===== config.mk =====
export PLATFORM = sky130hd
export DESIGN_NAME = mmx_scoreboard
export DESIGN_NICKNAME = d
export VERILOG_FILES = /design/src/rtl/mmx_scoreboard.sv
export SDC_FILE = /design/constraint.sdc
export NUM_CORES = 1
export LEC_CHECK = 0
export ABC_AREA = 1
export BUFFER_PORTS_ARGS = -buffer_cell sky130_fd_sc_hd__buf_2
export CAP_MARGIN = 20
export CORE_ASPECT_RATIO = 1.75
export CORE_MARGIN = 2
export CORE_UTILIZATION = 55
export CTS_CLUSTER_SIZE = 12
export DETAILED_ROUTE_END_ITERATION = 7
export GPL_ROUTABILITY_DRIVEN = 0
export PLACE_DENSITY = 0.89
export SETUP_SLACK_MARGIN = 0.05
export SKIP_LAST_GASP = 1
export SLEW_MARGIN = 20
export SYNTH_ARGS = -nofsm -noshare
export SYNTH_HDL_FRONTEND = slang
export SYNTH_SLANG_ARGS = --single-unit

===== constraint.sdc =====
create_clock -name clk -period 2.85 [get_ports clk]
set_input_delay 0.57 -clock clk [delete_from_list [all_inputs] [get_ports clk]]
set_output_delay 0.57 -clock clk [all_outputs]
set_load 0.01 [all_outputs]

===== src/rtl/mmx_scoreboard.sv =====
// mmx_scoreboard: per-register pending-write scoreboard for the eight MMX registers
module mmx_scoreboard #(
    parameter int CNT_W       = 2,
    parameter int STALL_CNT_W = 16
) (
    input  logic                   clk,
    input  logic                   rst,
    input  logic                   dec_valid,
    input  logic                   mm1_needed,
    input  logic                   mm2_needed,
    input  logic [2:0]             mm1,
    input  logic [2:0]             mm2,
    input  logic                   ld_mm,
    input  logic [2:0]             dmm,
    input  logic                   ds_stall,
    input  logic                   wb_ld_mm,
    input  logic [2:0]             wb_dmm,
    input  logic                   flush,
    output logic                   mm_stall,
    output logic                   mm_issue,
    output logic [7:0]             pend_mask,
    output logic [STALL_CNT_W-1:0] stall_cnt,
    output logic                   sb_err
);
    localparam logic [CNT_W-1:0] CNT_MAX = '1;

    logic [CNT_W-1:0]       cnt_q [8];
    logic [CNT_W-1:0]       cnt_d [8];
    logic [CNT_W-1:0]       eff [8];
    logic [7:0]             wb_hit;
    logic [7:0]             inc;
    logic [STALL_CNT_W-1:0] stall_cnt_q, stall_cnt_d;
    logic                   sb_err_q, sb_err_d;
    logic                   raw_hz, full_hz, wb_spur;

    // Effective counts: a writeback this cycle already frees its register for hazard checks
    always_comb begin
        for (int i = 0; i < 8; i++) begin
            wb_hit[i]    = wb_ld_mm && (wb_dmm == 3'(i)) && (cnt_q[i] != '0);
            eff[i]       = wb_hit[i] ? cnt_q[i] - CNT_W'(1) : cnt_q[i];
            pend_mask[i] = |cnt_q[i];
        end
    end

    assign raw_hz   = (mm1_needed && (eff[mm1] != '0)) || (mm2_needed && (eff[mm2] != '0));
    assign full_hz  = ld_mm && (eff[dmm] == CNT_MAX);
    assign mm_stall = dec_valid && !flush && (raw_hz || full_hz);
    assign mm_issue = dec_valid && !flush && !mm_stall && !ds_stall;

    // Next state: flush wipes counters and discards a same-cycle writeback
    always_comb begin
        for (int i = 0; i < 8; i++) begin
            inc[i]   = mm_issue && ld_mm && (dmm == 3'(i));
            cnt_d[i] = flush                    ? '0 :
                       (inc[i] && !wb_hit[i])   ? cnt_q[i] + CNT_W'(1) :
                       (!inc[i] && wb_hit[i])   ? cnt_q[i] - CNT_W'(1) : cnt_q[i];
        end
        wb_spur     = wb_ld_mm && (cnt_q[wb_dmm] == '0);
        sb_err_d    = sb_err_q || (!flush && wb_spur);
        stall_cnt_d = (dec_valid && mm_stall && (stall_cnt_q != '1)) ? stall_cnt_q + STALL_CNT_W'(1) : stall_cnt_q;
    end

    // State registers, cleared immediately by reset
    always_ff @(posedge clk or posedge rst) begin
        if (rst) begin
            for (int i = 0; i < 8; i++) cnt_q[i] <= '0;
            stall_cnt_q <= '0;
            sb_err_q    <= 1'b0;
        end else begin
            for (int i = 0; i < 8; i++) cnt_q[i] <= cnt_d[i];
            stall_cnt_q <= stall_cnt_d;
            sb_err_q    <= sb_err_d;
        end
    end

    assign stall_cnt = stall_cnt_q;
    assign sb_err    = sb_err_q;
endmodule


# Word-level counts from Yosys, hierarchy flattened
# Index checks and enable logic that the tools add are counted.
[word_totals]
reg_bits = 33
latchBits = 0
mem_bits_rw = 0
mem_bits_ro = 0
input_bits = 21
out_inout_bits = 27
word_cells = 198
mem_count = 0
[classes]
n_addsub = 17
mul = 0
n_div = 0
n_lt_le_gt_ge = 4
n_eq_ne = 16
shifts = 0
muxes = 44
n_bitwise = 4
n_reduce_logical = 103
[op_table]
columns = ["operator", "count"]
rows = [
  ["$mux 2", 40],
  ["$logic_and 1x1->1", 52],
  ["$bmux 2 s3", 4],
  ["$eq 3x3->1 const B", 8],
  ["$reduce_bool 3->1", 8],
  ["$reduce_bool 2->1", 10],
  ["$logic_not 1->1", 19],
  ["$add 16x1->16 const B", 1],
  ["$add 2x1->2 const B", 8],
  ["$ge 4x4->1 const B", 4],
  ["$ne 16x16->1 const B", 1],
  ["$not 3->4", 4],
  ["$reduce_or 2->1", 8],
  ["$sub 2x1->2 const B", 8],
  ["$eq 3x2->1 const B", 4],
  ["$eq 3x1->1 const B", 2],
  ["$logic_not 3->1", 2],
  ["$logic_or 1x1->1", 3],
  ["$eq 2x2->1 const B", 1],
  ["$logic_not 2->1", 1],
]

# Longest topological paths before layout
[depth]
ltp_word = 22
depth_mapped = 20
mapped_depth_nobuf = 19

# Worst setup path before layout
# No wires, ideal clock.
[synth_timing]
path_type = "input-to-output"
from = "input wb_ld_mm"
to = "output mm_issue"
arrival_ns = 1.897
required_ns = 2.280
slack_ns = 0.383
cell_stages = 14
n_path_buf = 2
path_cell_list = "inv_1 nor2_4 buf_2 nand4_1 nand2_1 nand2_1 nand2_1 nor2_1 nand3_1 nand2_1 nand2_1 nand3_2 nor2_4 buf_6"
[synth_between]
elab_chain_cells = 14
word_cells_on_any_way = 45
cone_classes = "1 x eq/ne; 17 x mux; 27 x reduce/logical"
[synth_lines]
columns = ["item", "line_no", "text"]
rows = [
  ["start: declaration", "16", "input logic wb_ld_mm,"],
  ["$logic_and 1x1->1 (2 in a row)", "39", "wb_hit[i] = wb_ld_mm && (wb_dmm == 3'(i)) && (cnt_q[i] != '0);"],
  ["$mux 2", "40", "eff[i] = wb_hit[i] ? cnt_q[i] - CNT_W'(1) : cnt_q[i];"],
  ["$bmux 2 s3", "45", "assign raw_hz = (mm1_needed && (eff[mm1] != '0)) || (mm2_needed && (eff[mm2] != '0));"],
  ["$mux 2 (not written as such) (2 in a row)", "45", ""],
  ["$reduce_bool 2->1", "45", ""],
  ["$logic_and 1x1->1", "45", ""],
  ["$logic_or 1x1->1", "45", ""],
  ["$logic_or 1x1->1 (*)", "47", "assign mm_stall = dec_valid && !flush && (raw_hz || full_hz);"],
  ["$logic_and 1x1->1 (*)", "47", ""],
  ["$logic_not 1->1 (*)", "48", "assign mm_issue = dec_valid && !flush && !mm_stall && !ds_stall;"],
  ["$logic_and 1x1->1 (*) (2 in a row)", "48", ""],
  ["end: declaration", "20", "output logic mm_issue,"],
]
# Every way passes the cells marked *; elsewhere a longest branch is shown, timed or not. The select of a mux whose other input is x is not followed.

# Worst setup path after layout
[layout_timing]
from = "register cnt_q[0] (netlist bit)"
to = "output mm_stall"
[layout_between]
elab_chain_cells = 11
word_cells_on_any_way = 22
cone_classes = "1 x add/sub; 1 x eq/ne; 10 x mux; 10 x reduce/logical"
[layout_lines]
columns = ["item", "line_no", "text"]
rows = [
  ["start: declaration", "27", "logic [CNT_W-1:0] cnt_q [8];"],
  ["parallel branches: the longest is 2 deep, another holds $sub 2x1->2", "--", ""],
  ["$mux 2 (*)", "40", ""],
  ["$bmux 2 s3", "45", ""],
  ["$mux 2 (not written as such) (2 in a row)", "45", ""],
  ["$reduce_bool 2->1", "45", ""],
  ["$logic_and 1x1->1", "45", ""],
  ["$logic_or 1x1->1", "45", ""],
  ["$logic_or 1x1->1 (*)", "47", ""],
  ["$logic_and 1x1->1 (*)", "47", ""],
  ["end: declaration", "19", "output logic mm_stall,"],
]
# Every way passes the cells marked *. The select of a mux whose other input is x is not followed.

==> summary.txt <==
Crit. End Element - primary output
CTS tree - yes
ratio of cells with drive above 1 in the final layout - 0.282
Initial Util - 0.572
status - finished with violations
DRT Pass-1 Iters - 8
leakage - 1.95 nW
Seq/Total Area, Yosys - 0.275
CTS root buf - clkbuf_8
max cap viols - 0
dominant cell type by area after synthesis - dfrtp_1
Req. time, crit path - 2.28 ns
Startpoint Class - register
Yosys cell types - 32
Synth Area in Adders - 0.0375
crit-path max cell delay - 0.38 ns
Total GRT Usage - 0.292
Sink Count - 33
final slew viol count - 0
Critical Path Fanout Max - 4
P_sw - 0.596 mW
Synth area leaders - dfrtp_1 27%, nand2_1 14%, nand3_1 9.3%
DP HPWL - 6.48 mm
number of hold buffers added after CTS - 0
Die X - 59.9 um
Synth Area per Inst - 6.72 um^2
Die Y - 102 um
grt total ovfl - 0
Min-Delay Path Class - in2async
Clk pin slew, worst setup/hold paths - 0.08 ns
final setup violation count - 0
Period minus WS final - 2.72 ns
relative slew slack - 0.448
WP buf/inv - 3
Yosys reg bits - 33
fin crit share - 0.956
Pwr Density - 427 nW/um^2
Final Hold Violating Endpoints - 0
CP Cell Sequence - inv_2 > ha_2 > nor2_4 > nand2_4 > nand2_1 > nand2_2 > nand2_1 > nand2_1 > nor2_1 > nand3_1 > nand2_1 > nand2_1 > nand3_2 > nand2_2 > inv_2 > buf_6
peak supply drop - 0.361 mV
nets - 536
worst hold margin - 0.428 ns
final WL - 8.92 mm
Die Area - 6100 um^2
Int Power - 0.936 mW
I/O pins - 48
post-layout utilization of the core - 0.684
number of synthesis warnings - 0
drt via density - 5.94
Compound-Gate Fraction of Synth Area - 0.0450
Worst Tran Pin Value - 0.827 ns
CORE AREA - 5260 um^2
I/O Buffers - 47
total power - 1.53 mW
antenna viol nets, final - 0
Iteration-0 DRC Markers - 307
critical path arrival - 2.15 ns
antenna violations before repair - 0
Switching Fraction - 0.389
failing checks - DRC
Bufs on Longest Clock Path - 2
worst setup path category - reg2out
post-synth net total - 477
num rows - 35
power share of the clock group - 0.269
post-synthesis instance area - 3010 um^2
Post-Synth Simple-Gate Area - 0.479
CP delay by family, top - simple AND/OR/NAND/NOR gates
largest net degree at the start of global routing - 23
vias in the first global route - 3,063
multiplexer share of the synthesized area - 0
largest family of logic cells by synthesized area - simple AND/OR/NAND/NOR gates
routed vias - 3,340
drt wl/cell - 15.9 um
Worst Clk Skew - 0.0103 ns
DRC Markers - 3
combinational share of power - 0.360
Post-Synth XOR/XNOR Area - 0.0437
H-tree Lvls - 2
synthesized instance count - 447
critical path's most frequent cell - nand2_1
# diodes - 0
f_max - 367 MHz
TritonCTS buffer count - 5
Flop pwr share - 0.371
critical path's slowest cell - dfrtp_1
P&R area growth vs syn - 19.5%
Skew-Pair Late Insertion Delay - 0.29 ns
post-synth top area share - 0.275
global-route wire length before repair - 13.4 mm
## cells by family (layout without fill, tap and decap cells)
family	Yosys count	after routing
AND/OR/NAND/NOR	280	280
buffers and inverters	85	145
flip-flops	33	33
AO/OA/AOI/OAI	25	25
XOR/XNOR	15	15
adder cells (fa/ha/maj)	9	9
## final timing paths
path                                    endpoint  slack, ns            startpoint  cells after the start
max                                     mm_stall       0.13  cnt_q[0]$_DFFE_PP0P_                     16
min                         cnt_q[8]$_DFFE_PP0P_       0.43                   rst                      2
max reg2reg                cnt_q[15]$_DFFE_PP0P_       0.22  cnt_q[0]$_DFFE_PP0P_                     20
min reg2reg                     sb_err$_DFF_PP0_       0.47      sb_err$_DFF_PP0_                      1
max in group asynchronous   cnt_q[6]$_DFFE_PP0P_       1.78                   rst                      3
min in group clk                sb_err$_DFF_PP0_       0.47      sb_err$_DFF_PP0_                      1
## Yosys cell counts, drive strengths merged
cell      n
nand2   130
nand3    70
buf       8
a21oi    12
xor2     12
xnor2     3
o41ai     1
o21a      1
nor2     43
o21ai    10
and3      1
inv      76
a31o      1
nand4    27
nand3b    2
dfrtp    33
nor3      4
nor4      3
clkbuf    1
ha        9
## power by group through the flow
| stage | sequential [mW] | combinational [mW] | clock [mW] |
|---|---|---|---|
| 3_5_place_dp | 0.574 | 0.504 | 0 |
| 2_1_floorplan | 0.584 | 0.332 | 0 |
| 6_report | 0.568 | 0.552 | 0.413 |
| 3_3_place_gp | 0.573 | 0.490 | 0 |
| 5_1_grt | 0.574 | 0.610 | 0.437 |
| 4_1_cts | 0.567 | 0.507 | 0.417 |
## area by class of cell
class / count / area, um^2
Inverter: 76 / 290
Multi-Input combinational cell: 329 / 1920
Tap cell: 55 / 68.8
Timing Repair Buffer: 61 / 383
Clock inverter: 1 / 5.00
Fill cell: 441 / 1660
Clock buffer: 7 / 96.3
Sequential cell: 33 / 826
## worst reg2reg max path, cell delays in order, from the launching register on
cell and delay, ns:
dfrtp_1 0.38, inv_2 0.07, ha_2 0.21, nor2_4 0.14
nand3_1 0.10, nand2_2 0.16, nand2_1 0.09, nand2_1 0.10
nor2_1 0.04, nand3_1 0.07, nand2_1 0.05, nand2_1 0.07
nand3_2 0.11, nor2_4 0.15, buf_4 0.15, buf_4 0.20
nand3_2 0.12, nand2_1 0.11, nand2_1 0.06, nand3_1 0.06
nand2_1 0.07
## state kept, by name, indices dropped and copies added (netlist names)
name and cells:
stall_cnt 16, cnt_q 16, sb_err 1
## layout by cell type (no fill, tap or decap), drive strengths merged
cell type  instances
nor2              43
buf               60
xnor2              3
a31o               1
nand4             27
xor2              12
inv               76
and3               1
o41ai              1
nand2            130
clkinv             1
a21oi             12
nand3             70
o21ai             10
o21a               1
clkbuf             8
nor4               3
ha                 9
dfrtp             33
nand3b             2
nor3               4
## routing by layer
layer | track usage | wire [um] | up-vias
li1 | - | - | 1563
met1 | 0.296 | 3010 | 1544
met2 | 0.518 | 4770 | 186
met3 | 0.0409 | 611 | 47
met4 | 0.215 | 528 | 0
met5 | 0 | 0 | -
## timing repair
item                       4_1_cts  5_1_grt
gates resized for setup          3       39
pin swaps                        1       22
setup endpoints to repair        2        6
buffers inserted                 1        8
## through the flow
step	instances	cell area [um^2]	TNS [ns]	setup slack [ns]
6_report	562	3590	0	0.125
5_1_grt	562	3590	-0.0361	-0.0361
4_1_cts	554	3390	0	0.0664
3_5_place_dp	545	3270	0	0.0713
3_3_place_gp	545	3270	0	0.113
2_1_floorplan	447	3010	0	0.383
(Power assumes the default switching activity.)
